## config.mk

```make
export PLATFORM = sky130hd
export DESIGN_NAME = de_stage
export DESIGN_NICKNAME = d
export VERILOG_FILES = /design/src/rtl/de_stage.sv
export SDC_FILE = /design/constraint.sdc
export NUM_CORES = 2
export LEC_CHECK = 0
export ABC_CLOCK_PERIOD_IN_PS = 3800
export CORE_UTILIZATION = 28
export CTS_CLUSTER_DIAMETER = 30
export DETAILED_ROUTE_END_ITERATION = 6
export DONT_BUFFER_PORTS = 1
export GPL_TIMING_DRIVEN = 0
export HOLD_SLACK_MARGIN = 0.06
export SLEW_MARGIN = 20
export SYNTH_ARGS = -nofsm -noshare
export SYNTH_HDL_FRONTEND = slang
export SYNTH_SLANG_ARGS = --single-unit
```

## constraint.sdc

```tcl
create_clock -name clk -period 3.8 [get_ports clk]
set_input_delay 0.38 -clock clk [delete_from_list [all_inputs] [get_ports clk]]
set_output_delay 0.38 -clock clk [all_outputs]
set_load 0.1 [all_outputs]
```

## src/rtl/de_stage.sv

```systemverilog
// rtl/de_stage.sv - RV32I decode stage: decode, register file, writer scoreboard, DE latch (optional DE_WB_BYPASS_EN)
module de_stage #(
  parameter int DBITS = 32,
  parameter int CNTW  = 2
) (
  input  logic         clk,
  input  logic         reset,
  input  logic [128:0] fe_latch_in,
  input  logic         agex_flush,
  input  logic [37:0]  from_WB_to_DE,
  output logic         from_DE_to_FE,
  output logic [212:0] de_latch_out
);

`ifdef DE_WB_BYPASS_EN
  localparam bit BYPASS = 1'b1;
`else
  localparam bit BYPASS = 1'b0;
`endif

  localparam logic [3:0] OP_NOP = 4'd0, OP_LUI = 4'd1, OP_AUIPC = 4'd2, OP_JAL = 4'd3,
                         OP_JALR = 4'd4, OP_BRANCH = 4'd5, OP_LOAD = 4'd6, OP_STORE = 4'd7,
                         OP_OPIMM = 4'd8, OP_OP = 4'd9;
  localparam logic [CNTW-1:0] CNT_MAX = {CNTW{1'b1}};
  localparam logic [CNTW-1:0] CNT_ONE = CNTW'(1);

  logic             fe_valid;
  logic [31:0]      inst;
  logic [DBITS-1:0] fe_pc, fe_pcplus;
  logic [31:0]      inst_count;
  logic             wb_en;
  logic [4:0]       wb_reg;
  logic [DBITS-1:0] wb_data;

  assign fe_valid   = fe_latch_in[128];
  assign inst       = fe_latch_in[127:96];
  assign fe_pc      = fe_latch_in[95:64];
  assign fe_pcplus  = fe_latch_in[63:32];
  assign inst_count = fe_latch_in[31:0];
  assign wb_en      = from_WB_to_DE[37];
  assign wb_reg     = from_WB_to_DE[36:32];
  assign wb_data    = from_WB_to_DE[31:0];

  logic [DBITS-1:0] rf  [32];
  logic [CNTW-1:0]  cnt [32];

  logic [3:0]       op;
  logic [31:0]      imm;
  logic             rs1_use, rs2_use, writes, wr_en;
  logic [4:0]       rs1, rs2, rd, rs2_num;
  logic             rs1_ready, rs2_ready, wb_hit1, wb_hit2, stall, issue;
  logic [DBITS-1:0] rs1_val, rs2_val;

  assign rs1 = inst[19:15];
  assign rs2 = inst[24:20];

  // Classify the opcode and build the sign-extended immediate for its format
  always_comb begin
    op      = OP_NOP;
    imm     = '0;
    rs1_use = 1'b0;
    rs2_use = 1'b0;
    writes  = 1'b0;
    case (inst[6:0])
      7'b0110111: begin op = OP_LUI;    imm = {inst[31:12], 12'b0}; writes = 1'b1; end
      7'b0010111: begin op = OP_AUIPC;  imm = {inst[31:12], 12'b0}; writes = 1'b1; end
      7'b1101111: begin
        op = OP_JAL; writes = 1'b1;
        imm = {{11{inst[31]}}, inst[31], inst[19:12], inst[20], inst[30:21], 1'b0};
      end
      7'b1100111: begin
        op = OP_JALR; writes = 1'b1; rs1_use = 1'b1;
        imm = {{20{inst[31]}}, inst[31:20]};
      end
      7'b1100011: begin
        op = OP_BRANCH; rs1_use = 1'b1; rs2_use = 1'b1;
        imm = {{19{inst[31]}}, inst[31], inst[7], inst[30:25], inst[11:8], 1'b0};
      end
      7'b0000011: begin
        op = OP_LOAD; writes = 1'b1; rs1_use = 1'b1;
        imm = {{20{inst[31]}}, inst[31:20]};
      end
      7'b0100011: begin
        op = OP_STORE; rs1_use = 1'b1; rs2_use = 1'b1;
        imm = {{20{inst[31]}}, inst[31:25], inst[11:7]};
      end
      7'b0010011: begin
        op = OP_OPIMM; writes = 1'b1; rs1_use = 1'b1;
        imm = {{20{inst[31]}}, inst[31:20]};
      end
      7'b0110011: begin op = OP_OP; writes = 1'b1; rs1_use = 1'b1; rs2_use = 1'b1; end
      default: ;
    endcase
  end

  assign wr_en   = writes && (inst[11:7] != 5'd0);
  assign rd      = wr_en ? inst[11:7] : 5'd0;
  assign rs2_num = rs2_use ? rs2 : 5'd0;

  // A WB write to a source register can stand in for the register file only when bypass is built in
  assign wb_hit1 = BYPASS && wb_en && (wb_reg == rs1);
  assign wb_hit2 = BYPASS && wb_en && (wb_reg == rs2);

  // Source readiness, hazard stall and issue decision
  always_comb begin
    rs1_ready = !rs1_use || (rs1 == 5'd0) || (cnt[rs1] == '0) || (wb_hit1 && cnt[rs1] == CNT_ONE);
    rs2_ready = !rs2_use || (rs2 == 5'd0) || (cnt[rs2] == '0) || (wb_hit2 && cnt[rs2] == CNT_ONE);
    stall     = fe_valid && !agex_flush &&
                (!rs1_ready || !rs2_ready || (wr_en && cnt[rd] == CNT_MAX));
    issue     = fe_valid && !stall && !agex_flush;
  end

  // Operand values: zero for unused sources and x0, otherwise bypass or register file
  always_comb begin
    rs1_val = '0;
    rs2_val = '0;
    if (rs1_use && rs1 != 5'd0) rs1_val = wb_hit1 ? wb_data : rf[rs1];
    if (rs2_use && rs2 != 5'd0) rs2_val = wb_hit2 ? wb_data : rf[rs2];
  end

  assign from_DE_to_FE = stall;

  // Register file write from WB; x0 is never written
  always_ff @(posedge clk or negedge reset) begin
    if (!reset) begin
      for (int r = 0; r < 32; r++) rf[r] <= '0;
    end else if (wb_en && wb_reg != 5'd0) begin
      rf[wb_reg] <= wb_data;
    end
  end

  // Outstanding-writer counters: increment on issue, decrement on WB, cancel when both hit
  always_ff @(posedge clk or negedge reset) begin
    if (!reset) begin
      for (int r = 0; r < 32; r++) cnt[r] <= '0;
    end else begin
      for (int r = 1; r < 32; r++) begin
        if (issue && wr_en && rd == 5'(r)) begin
          if (!(wb_en && wb_reg == 5'(r))) cnt[r] <= cnt[r] + CNT_ONE;
        end else if (wb_en && wb_reg == 5'(r) && cnt[r] != '0) begin
          cnt[r] <= cnt[r] - CNT_ONE;
        end
      end
    end
  end

  // DE latch: decoded instruction on issue, bubble otherwise
  always_ff @(posedge clk or negedge reset) begin
    if (!reset) begin
      de_latch_out <= '0;
    end else if (issue) begin
      de_latch_out <= {1'b1, op, rd, wr_en, imm, rs1_val, rs2_val, fe_pc, fe_pcplus,
                       rs2_num, 5'b0, inst_count};
    end else begin
      de_latch_out <= '0;
    end
  end

endmodule

```

; ---- After elaboration in Yosys (flattened, before gate mapping)
; Index checks and enable logic that the tools add are counted.
[word_totals]
out_inout_bits = 214
elab_cells = 581
inputBits = 170
regBits = 1299
[op_classes]
muxes = 121
n_eq_ne = 103
n_addsub = 62
order_cmp = 5
reduce_logical = 222
bitwise = 4
[ops]
columns = cell, n
row1 = $bwmux W1024, 1
row2 = $bmux W32 S5, 2
row3 = $mux W32, 7
row4 = $mux W213, 1
row5 = $mux W2, 99
row6 = $demux W32 S5, 1
row7 = $eq A5 B5 Y1 const B, 32
row8 = $pmux W32 S5, 1
row9 = $reduce_bool A2 Y1, 62
row10 = $logic_and A1 B1 Y1, 104
row11 = $eq A5 B4 Y1 const B, 16
row12 = $add A2 B1 Y2 const B, 31
row13 = $ne A2 B2 Y1 const B, 31
row14 = $reduce_and A2 Y1, 31
row15 = $sub A2 B1 Y2 const B, 31
row16 = $eq A5 B3 Y1 const B, 8
row17 = $pmux W4 S9, 1
row18 = $bmux W2 S5, 3
row19 = $ge A6 B6 Y1 const B, 4
row20 = $not A5 Y6, 4
row21 = $eq A7 B6 Y1 const B, 3
row22 = $eq A7 B7 Y1 const B, 3
row23 = $eq A5 B2 Y1 const B, 4
row24 = $reduce_bool A5 Y1, 4
row25 = other kinds (15), 33

; ---- Logic depth before layout (Yosys ltp)
[logic_depth]
depth_word = 20
ltp_mapped = 13
depth_no_buf = 11

; ---- Worst setup path after synthesis
; OpenSTA, ideal clock, no wires.
[synth_timing]
path_type = input port to output port
startpoint = input fe_latch_in[117]
endpoint = output from_DE_to_FE
path_buffers = 1
t_arrival_ps = 3218
required_ps = 3420
cell_stages = 8
slack_ps = 202
cell_sequence = buf_2 > inv_1 > mux4_2 > o211a_1 > o32a_1 > nand3_4 > nor2_1 > nor2_1
[synth_via]
elab_chain_len = 10
word_cells_on_any_way = 12
classes_between = 3 x mux / 1 x bitwise / 8 x reduce/logical
[synth_lines]
columns = element, line
row1 = from (decl), 8  ; input logic [128:0] fe_latch_in,
row2 = $not A5 Y6 (not written as such), 107  ; rs2_ready = !rs2_use || (rs2 == 5'd0) || (cnt[rs2] == '0) || (wb_hit2 && cnt[rs2] == CNT_ONE);
row3 = $bmux W2 S5, --
row4 = $mux W2 (2 in series), --
row5 = $logic_not A2 Y1, 107
row6 = $logic_or A1 B1 Y1 *, 107
row7 = $logic_not A1 Y1 *, 109  ; (!rs1_ready || !rs2_ready || (wr_en && cnt[rd] == CNT_MAX));
row8 = $logic_or A1 B1 Y1 * (2 in series), 109
row9 = $logic_and A1 B1 Y1 *, 108  ; stall = fe_valid && !agex_flush &&
row10 = to (decl), 11  ; output logic from_DE_to_FE,
; Mark *: on every way between the ends. The rest lies on a longest branch, timed or not. The select of a mux whose other input is x is not followed.

; ---- Worst setup path after layout
[layout_timing]
startpoint = register cnt[35] in the netlist's numbering
endpoint = output from_DE_to_FE
[layout_via]
elab_chain_len = 9
word_cells_on_any_way = 20
classes_between = 1 x eq/ne / 9 x mux / 10 x reduce/logical
[layout_lines]
columns = element, line
row1 = from (decl), 45  ; logic [CNTW-1:0] cnt [32];
row2 = "from (signal, indexed assignment)", 139  ; if (!(wb_en && wb_reg == 5'(r))) cnt[r] <= cnt[r] + CNT_ONE;
row3 = "from (signal, indexed assignment)", 141  ; cnt[r] <= cnt[r] - CNT_ONE;
row4 = $bmux W2 S5, --
row5 = $mux W2 (2 in series), --
row6 = $logic_not A2 Y1 (on tied branches), "106, 107"
row7 = $logic_or A1 B1 Y1 (on tied branches), "106, 107"
row8 = $logic_not A1 Y1, 109
row9 = $logic_or A1 B1 Y1, 109
row10 = $logic_or A1 B1 Y1 *, 109
row11 = $logic_and A1 B1 Y1 *, 108
; Marks and branches as above.

==> parameters.txt <==
Parameter                              Value

Status
  Result of the run ... finished with violations
  Failing checks ... design-rule violations, negative hold slack

Setup path
  Dominant cell type by count on the critical path ... sky130_fd_sc_hd__nor2_4
  Critical path data arrival time ... 3.34 ns
  Minimum setup slack among reg-to-reg paths ... roughly 0.2 ns
  Reg-to-Reg Start ... cnt[10]$_DFFE_PN0P_
  Startpoint type of the worst setup path ... flop
  Worst Path Buf+Inv ... 0
  Capture instance of the worst register-to-register path ... de_latch_out[114]$_DFF_PN0_
  Critical path peak fanout ... 6
  Instance count on the critical path ... 8
  Slowest Stage Delay on Critical Path ... 0.56 ns
  Largest delay contributor family on the critical path ... simple AND/OR/NAND/NOR gates
  Required arrival time at the worst endpoint ... 3.42 ns
  Kind of end point of the critical path ... output pin
  Crit-path slowest cell ... sky130_fd_sc_hd__nor2_4
  Worst path cell trace ... nor2_1 > mux4_2 > mux2i_1 > a221o_1 > nand4_1 > nand3_4 > nor2_4 > nor2_4
  Cell depth of the worst flop-to-flop path ... 12
  Crit Path Category ... flop to output pin

Layout
  Post-layout net count ... around 6500
  Share of final-layout standard cells stronger than drive strength 1 ... 27.2%
  Fill count ... 22500
  Utilization after layout ... 36.2%
  Post-synthesis to final-layout area growth ... 28.0%

Clock network
  Deepest level of the CTS H-tree ... 5
  Clk pin slew, worst setup/hold paths ... 0.05 ns
  Later-pin clock latency in the skew report ... 0.96 ns
  Clk sinks ... 1294
  Master cell of the clock root buffer ... sky130_fd_sc_hd__clkbuf_16
  Clk buf depth ... 4
  TritonCTS clock tree ... yes
  Num CTS Buffers ... between 300 and 400

Yosys
  Area share of the leading cell type in the synthesized netlist ... 49.0%
  Synthesized instance count ... between 5000 and 6000
  Post-synth top flop ... sky130_fd_sc_hd__dfrtp_1
  Total standard cell area after synthesis ... 0.0660 mm^2
  Synthesized area per cell ... 11.3 um^2
  Share of flip-flops with an asynchronous set or reset ... 100%
  Top-count cell post-synth ... sky130_fd_sc_hd__nand2_1
  Sequential cell area fraction in the yosys report ... between 40% and 50%
  Post-synth cell types ... between 60 and 70
  Number of flip-flops and latches in the synthesized netlist ... approximately 1300
  Number of enable flip-flop cells after synthesis ... 0
  Top cell type by total area after synthesis ... sky130_fd_sc_hd__dfrtp_1
  Total number of yosys warnings ... 2
  Most numerous cell types in the synthesized netlist ... sky130_fd_sc_hd__nand2_1 (2255), sky130_fd_sc_hd__dfrtp_1 (1294), sky130_fd_sc_hd__mux4_2 (651), sky130_fd_sc_hd__clkbuf_1 (422), sky130_fd_sc_hd__mux2_2 (299)
  Biggest area contributors in the synthesized netlist ... sky130_fd_sc_hd__dfrtp_1 (49%), sky130_fd_sc_hd__mux4_2 (22%), sky130_fd_sc_hd__nand2_1 (13%)

Floorplanning
  Starting utilization of the core area ... 28.3%
  Die area ... 0.238 mm^2
  Count of standard-cell rows ... 177
  Ports ... 384
  Die Wd ... a little under 500 um
  Core footprint ... 0.233 mm^2
  Die H ... 488 um

Routing
  Number of DRC violations after detailed-routing iteration 0 ... 8185
  Detailed-route wire length per cell ... just over 30 um
  Total wire length after detailed routing ... 297000 um
  Vias after detailed routing ... 55000
  Antenna-violating nets left ... 0
  Mean number of vias per cell ... 5.63
  Number of iterations in the first detailed-routing pass ... 7
  Remaining DRCs ... 3

Global route
  Via count of the first global-routing pass ... 54200
  First-pass GRT wire length ... slightly above 400000 um
  Pin count of the biggest net entering global routing ... between 1000 and 1500
  Aggregate global routing overflow ... 0
  Global routing usage summed across all routing layers ... approximately 25%
  Initial antenna violation count ... 46

Timing
  Pin slew with the least headroom to its limit ... roughly 1.4 ns
  Peak clock frequency supported by timing ... around 0.27 GHz
  Final critical delay including setup and external delays ... 3.72 ns
  Setup Skew ... 0.0742 ns
  Hold Violations, Final ... between 150 and 200
  Final setup violation count ... 0
  Share of the cycle needed by the critical path after routing ... between 90% and 100%
  Slew Limit Fails ... 0
  Worst max-slew margin expressed relative to the limit ... 9.45%
  Worst hold slack ... -0.859 ns
  Unrepaired setup endpoints after global routing ... no

Power and ir drop
  Areal power density over the cells ... approximately 660 mW/mm^2
  Overall Power ... 55.4 mW
  Max rail drop VDD ... ~0.00044 V
  Lkg Pwr ... slightly below 40 nW

Placement
  Number of port buffers ... 0
  DPL Wire Length ... 204000 um
  Gpl congestion ... 0.974

Flow run
  Max-cap violations ... 0

Worst hold path
  Path type of the worst min-delay path ... input pin to asynchronous set/reset pin
-- per-stage QoR --
step / worst slack, ns / cells / hold slack, ns / setup TNS (ns) / area [um^2]
CTS: 0.0186 / 9747 / -0.859 / 0 / 84100
floorplan: 0.202 / 5831 / 0.0844 / 0 / 66000
global route: 0.00379 / 9767 / -0.881 / 0 / 84500
global placement: -1.36 / 8963 / 0.117 / -130.36 / 70000
finish: 0.0772 / 9776 / -0.859 / 0 / 84500
detailed placement: -0.984 / 8982 / 0.112 / -77.45 / 70500
-- cell families (layout without fill, tap and decap cells) --
logic type,count (synthesis),in the layout,share of synthesized area [%]
AO/OA/AOI/OAI,207,207,2.16
XOR/XNOR,8,8,0.106
buffers and inverters,553,1348,3.36
flip-flops,1294,1294,49.0
multiplexers,1029,1029,28.5
other,1,23,0.00568
AND/OR/NAND/NOR,2735,2735,16.8
-- worst max path at each step --
| stage | start | endpoint | slack (ns) |
|---|---|---|---|
| CTS | fe_latch_in[98] | from_DE_to_FE | 0.02 |
| detailed placement | fe_latch_in[112] | de_latch_out[133]$_DFF_PN0_ | -0.98 |
| floorplan | fe_latch_in[117] | from_DE_to_FE | 0.20 |
| global placement | fe_latch_in[115] | de_latch_out[159]$_DFF_PN0_ | -1.36 |
| finish | cnt[35]$_DFFE_PN0P_ | from_DE_to_FE | 0.08 |
| global route | fe_latch_in[100] | from_DE_to_FE | 0.004 |
-- sequential cells by signal, summed over array words and instances, names as in the netlist --
| signal | cells |
|---|---|
| cnt | 62 |
| de_latch_out | 208 |
| rf | 1024 |
-- worst reg2reg max path, delay by kind of cell, from the launching register on --
kind / cells / cell delay [ns]
AND/OR/NAND/NOR: 6 / 1.43
multiplexers: 2 / 0.71
buffers and inverters: 2 / 0.61
flip-flops: 1 / 0.44
AO/OA/AOI/OAI: 2 / 0.33
-- placed cells by master, fill, tap and decap left out, drive strengths merged, types with 10 or more instances in the layout --
master	Yosys	final
clkinv	0	65
o21ai	49	49
diode	0	18
bufinv	0	49
dfrtp	1294	1294
dlygate4sd3	0	167
a311oi	10	10
nor4	14	14
or4	24	24
buf	102	125
nor3	49	49
mux4	651	651
nand3	35	35
a21o	15	15
and2	101	101
nor2	170	170
nand4	11	11
a21oi	51	51
a22oi	15	15
clkinvlp	0	25
nand2b	11	11
mux2i	79	79
mux2	299	299
inv	29	36
nand2	2255	2255
a211oi	25	25
clkbuf	422	881
and3	30	30
-- what timing repair did --
item | CTS | global route
setup endpoints to repair | 103 | 68
endpoints found under the hold margin | 2306 | 181
resized for setup | 30 | 31
hold buffers | 166 | 1
pin swaps | 1 | 2
buffers inserted | 0 | 2
-- area by class of cell --
| cell class | count | area, um^2 | share of cell area (%) |
|---|---|---|---|
| diodes | 18 | 45.0 | 0.0533 |
| plain buffers | 522 | 2250 | 2.67 |
| clock buffers | 455 | 9710 | 11.5 |
| clock inverters | 146 | 2140 | 2.53 |
| inverters | 29 | 111 | 0.132 |
| multi-input cells | 3984 | 31700 | 37.5 |
| flip-flops and latches | 1294 | 32400 | 38.3 |
| well taps | 3132 | 3920 | 4.64 |
| repair buffers | 196 | 2290 | 2.71 |
-- power by group --
group          total, mW  switching [mW]  leakage (nW)  internal, mW
Sequential          18.0            2.05          16.9          15.9
Clock               29.9            8.88          5.76          21.0
Combinational       7.52            3.77          16.0          3.75
Total               55.4            14.7          38.7          40.7
-- per-layer routing --
| metal | GRT usage [%] | part of all wire [%] | wire, um |
|---|---|---|---|
| met1 | 29.4 | 36 | 106000 |
| met2 | 36.3 | 43 | 129000 |
| met3 | 10.4 | 14 | 40600 |
| met4 | 15.1 | 7.2 | 21400 |
| met5 | 0.102 | 0.062 | 185 |
Note: power is estimated with default switching activity, not from simulation.
